**src/rtl/unified_mem_arbiter.sv**
```systemverilog
// unified_mem_arbiter
//   Shares one single-port, fixed-latency memory between the instruction-fetch
//   port (read-only) and the data port (read/write). One transaction is in
//   flight at a time; the data port wins ties unless it has been granted
//   MAX_DATA_STREAK times in a row while fetch was waiting.
//
// Ports
//   clk, reset_n                 clock, async active-low reset
//   if_req/if_addr               fetch request (held until if_ack)
//   if_rdata/if_ack              fetched word, 1-cycle completion pulse
//   dm_req/dm_we/dm_addr/dm_wdata data request (held until dm_ack)
//   dm_rdata/dm_ack              load data, 1-cycle completion pulse
//   mem_en/mem_we/mem_addr/mem_wdata/mem_rdata  memory side
//   if_stall/dm_stall            req & ~ack, to the hazard unit
//   owner                        0=IF, 1=DM for current/last transaction
module unified_mem_arbiter #(
  parameter int MEM_LATENCY     = 2,
  parameter int MAX_DATA_STREAK = 4,
  parameter int ADDR_W          = 32
) (
  input  logic              clk,
  input  logic              reset_n,
  input  logic              if_req,
  input  logic [ADDR_W-1:0] if_addr,
  output logic [31:0]       if_rdata,
  output logic              if_ack,
  input  logic              dm_req,
  input  logic              dm_we,
  input  logic [ADDR_W-1:0] dm_addr,
  input  logic [31:0]       dm_wdata,
  output logic [31:0]       dm_rdata,
  output logic              dm_ack,
  output logic              mem_en,
  output logic              mem_we,
  output logic [ADDR_W-1:0] mem_addr,
  output logic [31:0]       mem_wdata,
  input  logic [31:0]       mem_rdata,
  output logic              if_stall,
  output logic              dm_stall,
  output logic              owner
);

  localparam int CNT_W = $clog2(MEM_LATENCY + 1);
  localparam int STR_W = $clog2(MAX_DATA_STREAK + 1);

  typedef enum logic [1:0] {S_IDLE, S_ISSUE, S_WAIT, S_ACK} state_t;

  state_t             state, state_nxt;
  logic [CNT_W-1:0]   cnt;
  logic [STR_W-1:0]   streak;
  logic               lat_we;
  logic               grant, grant_dm, capture;

  // Byte-offset bits are dropped: accesses are always whole words.
  logic unused_addr_bits;
  assign unused_addr_bits = ^{if_addr[1:0], dm_addr[1:0]};

  // Arbitration only matters in IDLE; DM wins unless fetch has been starved.
  assign grant    = (state == S_IDLE) && (if_req || dm_req);
  assign grant_dm = dm_req && !(if_req && (streak == STR_W'(MAX_DATA_STREAK)));

  always_ff @(posedge clk or negedge reset_n) begin
    if (!reset_n) state <= S_IDLE;
    else          state <= state_nxt;
  end

  always_comb begin
    state_nxt = state;
    case (state)
      S_IDLE:  if (if_req || dm_req) state_nxt = S_ISSUE;
      S_ISSUE: state_nxt = (MEM_LATENCY == 1) ? S_ACK : S_WAIT;
      S_WAIT:  if (cnt == '0) state_nxt = S_ACK;
      S_ACK:   state_nxt = S_IDLE;
      default: state_nxt = S_IDLE;
    endcase
  end

  // Read data is valid in the cycle that hands over to ACK.
  assign capture = (state != S_ACK) && (state_nxt == S_ACK);

  always_ff @(posedge clk or negedge reset_n) begin
    if (!reset_n) begin
      streak    <= '0;
      owner     <= 1'b0;
      lat_we    <= 1'b0;
      cnt       <= '0;
      mem_addr  <= '0;
      mem_wdata <= '0;
      if_rdata  <= '0;
      dm_rdata  <= '0;
    end else begin
      if (grant) begin
        owner     <= grant_dm;
        lat_we    <= grant_dm & dm_we;
        mem_addr  <= grant_dm ? {dm_addr[ADDR_W-1:2], 2'b00} : {if_addr[ADDR_W-1:2], 2'b00};
        mem_wdata <= grant_dm ? dm_wdata : 32'h0;
        // Streak only counts DM wins that actually made fetch wait.
        if (grant_dm && if_req) begin
          if (streak != STR_W'(MAX_DATA_STREAK)) streak <= streak + 1'b1;
        end else begin
          streak <= '0;
        end
      end
      if (state == S_ISSUE)                 cnt <= CNT_W'(MEM_LATENCY - 2);
      else if (state == S_WAIT && cnt != '0) cnt <= cnt - 1'b1;
      if (capture) begin
        if (!owner)       if_rdata <= mem_rdata;
        else if (!lat_we) dm_rdata <= mem_rdata;
      end
    end
  end

  assign mem_en   = (state == S_ISSUE);
  assign mem_we   = mem_en & lat_we;
  assign if_ack   = (state == S_ACK) & ~owner;
  assign dm_ack   = (state == S_ACK) &  owner;
  assign if_stall = if_req & ~if_ack;
  assign dm_stall = dm_req & ~dm_ack;

endmodule

```
**config.mk**
```make
export PLATFORM = sky130hd
export DESIGN_NAME = unified_mem_arbiter
export DESIGN_NICKNAME = d
export VERILOG_FILES = /design/src/rtl/unified_mem_arbiter.sv
export SDC_FILE = /design/constraint.sdc
export NUM_CORES = 1
export LEC_CHECK = 0
export BUFFER_PORTS_ARGS = -buffer_cell sky130_fd_sc_hd__buf_2
export CORE_MARGIN = 2
export CORE_UTILIZATION = 39
export DETAILED_ROUTE_END_ITERATION = 10
export GPL_TIMING_DRIVEN = 0
export PLACE_DENSITY = 0.69
export SLEW_MARGIN = 20
export SYNTH_ARGS = -nofsm -noshare
export SYNTH_HDL_FRONTEND = slang
export SYNTH_SLANG_ARGS = --single-unit
```
**constraint.sdc**
```tcl
create_clock -name clk -period 2.7 [get_ports clk]
set_input_delay 0.405 -clock clk [delete_from_list [all_inputs] [get_ports clk]]
set_output_delay 0.405 -clock clk [all_outputs]
set_load 0.03 [all_outputs]
```
==> impl_metrics.env, run 1 <==
export IMPL_routed_wl_mm=15.1
export IMPL_clock_skew_final_ps=11.3
export IMPL_post_cts_buffers=0
export IMPL_crit_path_cell_trace="inv_1 -> ha_1 -> clkbuf_1 -> o21ai_0 -> clkbuf_1 -> buf_1 -> nand2_1 -> o211ai_1"
export IMPL_synth_top_family_by_area="multiplexers"
export IMPL_pre_cts_ws_ps=285
export IMPL_core_area_um2=13900
export IMPL_path_depth=8
export IMPL_cts_buffers_inserted=17
export IMPL_crit_buf_inv=4
export IMPL_synth_flop_cell="dfrtp_1"
export IMPL_reg2reg_depth=8
export IMPL_regArea_um2=3380
export IMPL_row_count=43
export IMPL_synth_cell_types=33
export IMPL_yosys_warnings=0
export IMPL_hold_path_class="input port to flop"
export IMPL_htreeDepth=4
export IMPL_hold_path_depth=2
export IMPL_drive_above_1_share_pct=50.5
export IMPL_yosys_area_top_type="dfrtp_1"
export IMPL_die_area_um2=15200
export IMPL_fin_nets=856
export IMPL_synth_top_area_share_pct=60.7
export IMPL_grt_total_usage_pct=19.9
export IMPL_stdcell_count=908
export IMPL_dp_hpwl_mm=11.3
export IMPL_grt_first_pass_wirelength_mm=23.4
export IMPL_slew_headroom_pct=64.0
export IMPL_dr_total_vias=4600
export IMPL_power_mw=11.4
export IMPL_crit_family="buffers and inverters"
export IMPL_min_period_over_period_pct=87.4
export IMPL_post_route_min_period_ps=2360
export IMPL_numPlacedInstances=875
export IMPL_fmax_ghz=0.424
export IMPL_synth_adder_area_share_pct=1.80
export IMPL_synth_compound_area_share_pct=11.1
export IMPL_start_kind="flop"
export IMPL_initial_core_util_pct=39.9
export IMPL_die_y_um=123
export IMPL_slew_violations=0
export IMPL_synth_xor_area_share_pct=0.157
export IMPL_clkTransAtPathRegs_ps=60
export IMPL_die_w_um=123
export IMPL_synthArstFlopShare_pct=100
export IMPL_cts_sinks=135
export IMPL_via_per_inst=5.07
export IMPL_powerDensity_nw_per_um2=1460
export IMPL_tightest_slew_ps=541
export IMPL_hold_viol_final=0
export IMPL_cts_buffer_depth=2
export IMPL_setup_viol=0
export IMPL_drtIter0Drc=174
export IMPL_critPathMaxStageDelay_ps=480
export IMPL_vdd_drop_max_mv=0.697
export IMPL_place_congestion=0.820
export IMPL_antenna_found_initial=0
export IMPL_crit_top_cell="clkbuf_1"
export IMPL_crit_type="flop to flop"
export IMPL_cpMaxStageDelayCell="clkbuf_1"
export IMPL_grt_overflow_total=0
export IMPL_remaining_drc_errors=0
export IMPL_clk_insertion_delay_late_ps=410
export IMPL_yosys_register_bits=135
export IMPL_ios=268
export IMPL_multi_input_area_um2=1980
export IMPL_cts_tree="done"
export IMPL_rsz0062_at_grt="false"
export IMPL_synth_cells=433
export IMPL_io_buffers=260
export IMPL_required_ps=3010
export IMPL_synthMuxAreaShare_pct=13.0
export IMPL_antenna_cells=0
export IMPL_synth_area_top_cells="dfrtp_1 61%, mux2_2 12%, a22o_1 5.2%, nand2_1 4.1%, o211ai_1 4.0%"
export IMPL_worst_slack_ps=339
export IMPL_cts_root_buf="clkbuf_16"
export IMPL_syn_area_per_cell_um2=12.9
export IMPL_endpoint_kind="flop"
export IMPL_ys_seq_area_share_pct=60.7
export IMPL_grt_max_degree=90
export IMPL_path_max_fanout=10
export IMPL_outcome="completed"
export IMPL_synth_edff_count=0
export IMPL_nFillCells=1187
export IMPL_grt_pass1_vias=4687
export IMPL_firstDrtPassIters=4
export IMPL_synthSimpleGateAreaFrac_pct=9.40
export IMPL_drv_cap=0
export IMPL_synth_area_um2=5560
export IMPL_area_growth_pct=39.9
export IMPL_leakagePower_nw=3.88
export IMPL_cp_arrival_ps=2670
export IMPL_postRouteAntennaNets=0
export IMPL_wl_per_cell_um=16.6
## cells in the final DEF (no fill, tap or decap), types with 2 or more instances in the layout
cell type   count
o211ai_2        2
nor2_1          3
nand2_1        61
buf_4           2
o21a_1          3
clkbuf_8        2
a32o_1          2
clkinv_2        2
nor2b_1         4
buf_2         261
bufinv_16       4
mux2_1          4
and2_1          3
clkinvlp_4      2
conb_1          2
ha_1            8
inv_6           3
mux2_2         60
dfrtp_1       135
clkbuf_1       25
buf_6           6
a22o_1         33
clkbuf_16      17
nand4_1        30
o211ai_1       30
inv_1           6
## through the flow
| stage | cell area [um2] | TNS, ps | hold slack [ps] | utilization (%) |
|---|---|---|---|---|
| after detailed placement | 7130 | 0 | 324 | 51.2 |
| after CTS | 7790 | 0 | 186 | 55.9 |
| final | 7790 | 0 | 205 | 55.9 |
| after global placement | 7090 | -64870 | 473 | 50.9 |
| after global routing | 7790 | 0 | 190 | 55.9 |
| after floorplan | 5570 | 0 | 109 | - |
## layer usage
metal | GRT usage (%) | share of wire, %
met5 | 0 | 0
met4 | 8.52 | 2.3
met3 | 4.57 | 7.0
met2 | 32.3 | 49
met1 | 25.6 | 42
## kinds of logic after synthesis
kind of cell	count (synthesis)
other	1
AOI/OAI and AO/OA	75
muxes	64
buffers and inverters	42
DFF	135
xor gates and xnor gates	1
and+or+nand+nor	107
adders and majority gates	8
## registers in the layout, indices dropped and copies added (netlist names)
register	count
owner	1
lat_we	1
state	2
cnt	2
mem_addr	30
if_rdata	32
streak	3
dm_rdata	32
mem_wdata	32
## where the power goes
group / leakage (nW) / internal, mW / switching, mW / total (mW)
Combinational: 1.90 / 1.90 / 3.47 / 5.36
Sequential: 1.66 / 2.99 / 0.511 / 3.51
Clock: 0.312 / 1.61 / 0.892 / 2.50
Total: 3.88 / 6.50 / 4.87 / 11.4
## layout make-up
cell class | count | share of cell area (%)
clock buffer | 19 | 5.82
buffer | 36 | 2.44
timing repair buffer | 262 | 17.3
clock inverter | 13 | 2.46
multi-input combinational | 257 | 25.4
inverter | 6 | 0.289
sequential | 135 | 43.4
tap | 180 | 2.89
## Yosys cell counts, types with 3 or more instances
| cell type | instances |
|---|---|
| nand2_1 | 61 |
| inv_1 | 6 |
| buf_6 | 6 |
| nor2b_1 | 4 |
| ha_1 | 8 |
| clkbuf_1 | 25 |
| nand4_1 | 30 |
| nor2_1 | 3 |
| mux2_2 | 60 |
| o21a_1 | 3 |
| a22o_1 | 33 |
| mux2_1 | 4 |
| o211ai_1 | 30 |
| dfrtp_1 | 135 |
| and2_1 | 3 |
## what timing repair did
item | CTS | global route
resized for setup | 0 | 0
endpoints found under the hold margin | 46 | 0
hold buffers | 1 | 0
## final timing paths
| check | endpoint | start | slack, ps |
|---|---|---|---|
| max | mem_addr[7] | state[0] | 340 |
| min | mem_wdata[20] | dm_wdata[20] | 210 |
| max reg2reg | mem_addr[7] | state[0] | 340 |
| min reg2reg | dm_rdata[0] | dm_rdata[0] | 480 |
| max in group asynchronous | streak[1] | reset_n | 1470 |
| min in group asynchronous | dm_rdata[21] | reset_n | 470 |
Note: power is estimated with default switching activity, not from simulation.
==> inputs of run 2 (changes only) <==
GPL_TIMING_DRIVEN = unset   (was 0)
==> impl_metrics.env, run 2 (same netlist as run 1, synthesis figures left out) <==
export IMPL_nFillCells=1179
export IMPL_reg_top3="dm_rdata (32), if_rdata (32), mem_wdata (32)"
export IMPL_dr_total_vias=4489
export IMPL_routed_wl_mm=14.6
export IMPL_wl_per_cell_um=16.5
export IMPL_slew_violations=0
export IMPL_drv_cap=0
export IMPL_tightest_slew_ps=985
export IMPL_layout_commonest_cell="buf_2"
export IMPL_initial_core_util_pct=39.9
export IMPL_intPower_mw=6.30
export IMPL_hold_path_depth=2
export IMPL_grt_first_pass_wirelength_mm=22.4
export IMPL_endpoint_kind="flop"
export IMPL_die_w_um=123
export IMPL_seqPwrFrac_pct=31.3
export IMPL_die_y_um=123
export IMPL_io_buffers=261
export IMPL_grt_max_degree=68
export IMPL_firstDrtPassIters=4
export IMPL_clkTransAtPathRegs_ps=60
export IMPL_reg2reg_depth=6
export IMPL_crit_type="flop to flop"
export IMPL_rsz0062_at_grt="false"
export IMPL_leakagePower_nw=3.82
export IMPL_setup_viol=0
export IMPL_grt_overflow_total=0
export IMPL_slew_headroom_pct=34.1
export IMPL_required_ps=3000
export IMPL_path_max_fanout=12
export IMPL_cts_tree="done"
export IMPL_clock_skew_final_ps=6.21
export IMPL_outcome="completed"
export IMPL_stdcell_count=884
export IMPL_start_kind="flop"
export IMPL_cts_buffer_depth=2
export IMPL_min_period_over_period_pct=88.5
export IMPL_grt_pass1_vias=4436
export IMPL_cp_arrival_ps=2690
export IMPL_p_sw_mw=4.79
export IMPL_powerDensity_nw_per_um2=1450
export IMPL_hold_viol_final=0
export IMPL_numPlacedInstances=851
export IMPL_antenna_found_initial=0
export IMPL_place_congestion=0.742
export IMPL_remaining_drc_errors=0
export IMPL_clk_insertion_delay_late_ps=410
export IMPL_pwr_share_comb_pct=48.1
export IMPL_final_cell_mix="260 x buf_2, 135 x dfrtp_1, 61 x nand2_1"
export IMPL_drive_above_1_share_pct=52.6
export IMPL_p_clk_share_pct=20.5
export IMPL_post_cts_buffers=0
export IMPL_vdd_drop_max_mv=0.602
export IMPL_post_route_min_period_ps=2390
export IMPL_cts_buffers_inserted=17
export IMPL_hold_path_class="input port to flop"
export IMPL_area_growth_pct=37.9
export IMPL_cts_sinks=135
export IMPL_htreeDepth=4
export IMPL_postRouteAntennaNets=0
export IMPL_core_area_um2=13900
export IMPL_ios=268
export IMPL_via_per_inst=5.08
export IMPL_fin_setup_tns_ps=0
export IMPL_row_count=43
export IMPL_dp_hpwl_mm=10.4
export IMPL_fin_nets=832
export IMPL_cts_root_buf="clkbuf_16"
export IMPL_switching_share_pct=43.2
export IMPL_drtIter0Drc=155
export IMPL_fmax_ghz=0.418
export IMPL_die_area_um2=15200
export IMPL_grt_total_usage_pct=19.2
-- run 2: power groups by stage --
stage	Sequential [mW]	Clock [mW]	Combinational [mW]
3_3_place_gp	3.46	0	5.29
4_1_cts	3.49	2.34	5.41
2_1_floorplan	5.31	0	1.94
5_1_grt	3.60	2.43	5.72
6_report	3.48	2.28	5.34
3_5_place_dp	3.50	0	5.41
-- run 2: worst paths after layout --
path                           endpoint  slack [ps]    startpoint
max in group asynchronous  mem_wdata[8]        1310       reset_n
min in group asynchronous  if_rdata[21]         560       reset_n
min                        mem_wdata[3]         200   dm_wdata[3]
max                        dm_rdata[23]         310      state[0]
max reg2reg                dm_rdata[23]         310      state[0]
min reg2reg                mem_addr[30]         490  mem_addr[30]
-- run 2: area by class of cell --
type,count,area (um2),share of cell area (%)
diodes,1,2.50,0.0326
inverters,6,22.5,0.293
clock inverters,11,123,1.60
clock buffers,20,467,6.08
multi-input cells,257,2010,26.1
repair buffers,274,1450,18.9
flip-flops and latches,135,3380,44.0
well taps,180,225,2.93
-- run 2: through the flow --
stage / setup WS, ps / power (mW) / area (um2) / hold WS [ps] / utilization, %
2_1_floorplan: 702 / 7.25 / 5570 / 109 / -
3_3_place_gp: 362 / 8.74 / 7070 / 436 / 50.7
3_5_place_dp: 301 / 8.91 / 7070 / 443 / 50.7
4_1_cts: 294 / 11.2 / 7670 / 183 / 55.1
5_1_grt: 199 / 11.7 / 7670 / 187 / 55.1
6_report: 310 / 11.1 / 7670 / 203 / 55.1
-- run 2: per-layer routing --
metal / wire (um) / GRT usage [%] / vias to the layer above
met5: 0 / 0 / -
met3: 1080 / 5.07 / 34
met4: 348 / 9.52 / 0
li1: - / - / 2085
met1: 5890 / 23.5 / 2169
met2: 7240 / 31.5 / 201
-- run 2: what timing repair did --
action | in CTS | in global routing
hold buffers | 1 | 0
endpoints found under the hold margin | 1 | 0
resized for setup | 0 | 0
-- run 2: critical path, stage by stage, from the launching register on --
cell and delay [ps]:
dfrtp_1 420, inv_1 120, ha_1 320, or4b_4 560, o211ai_4 250, buf_4 260
mux2_2 340
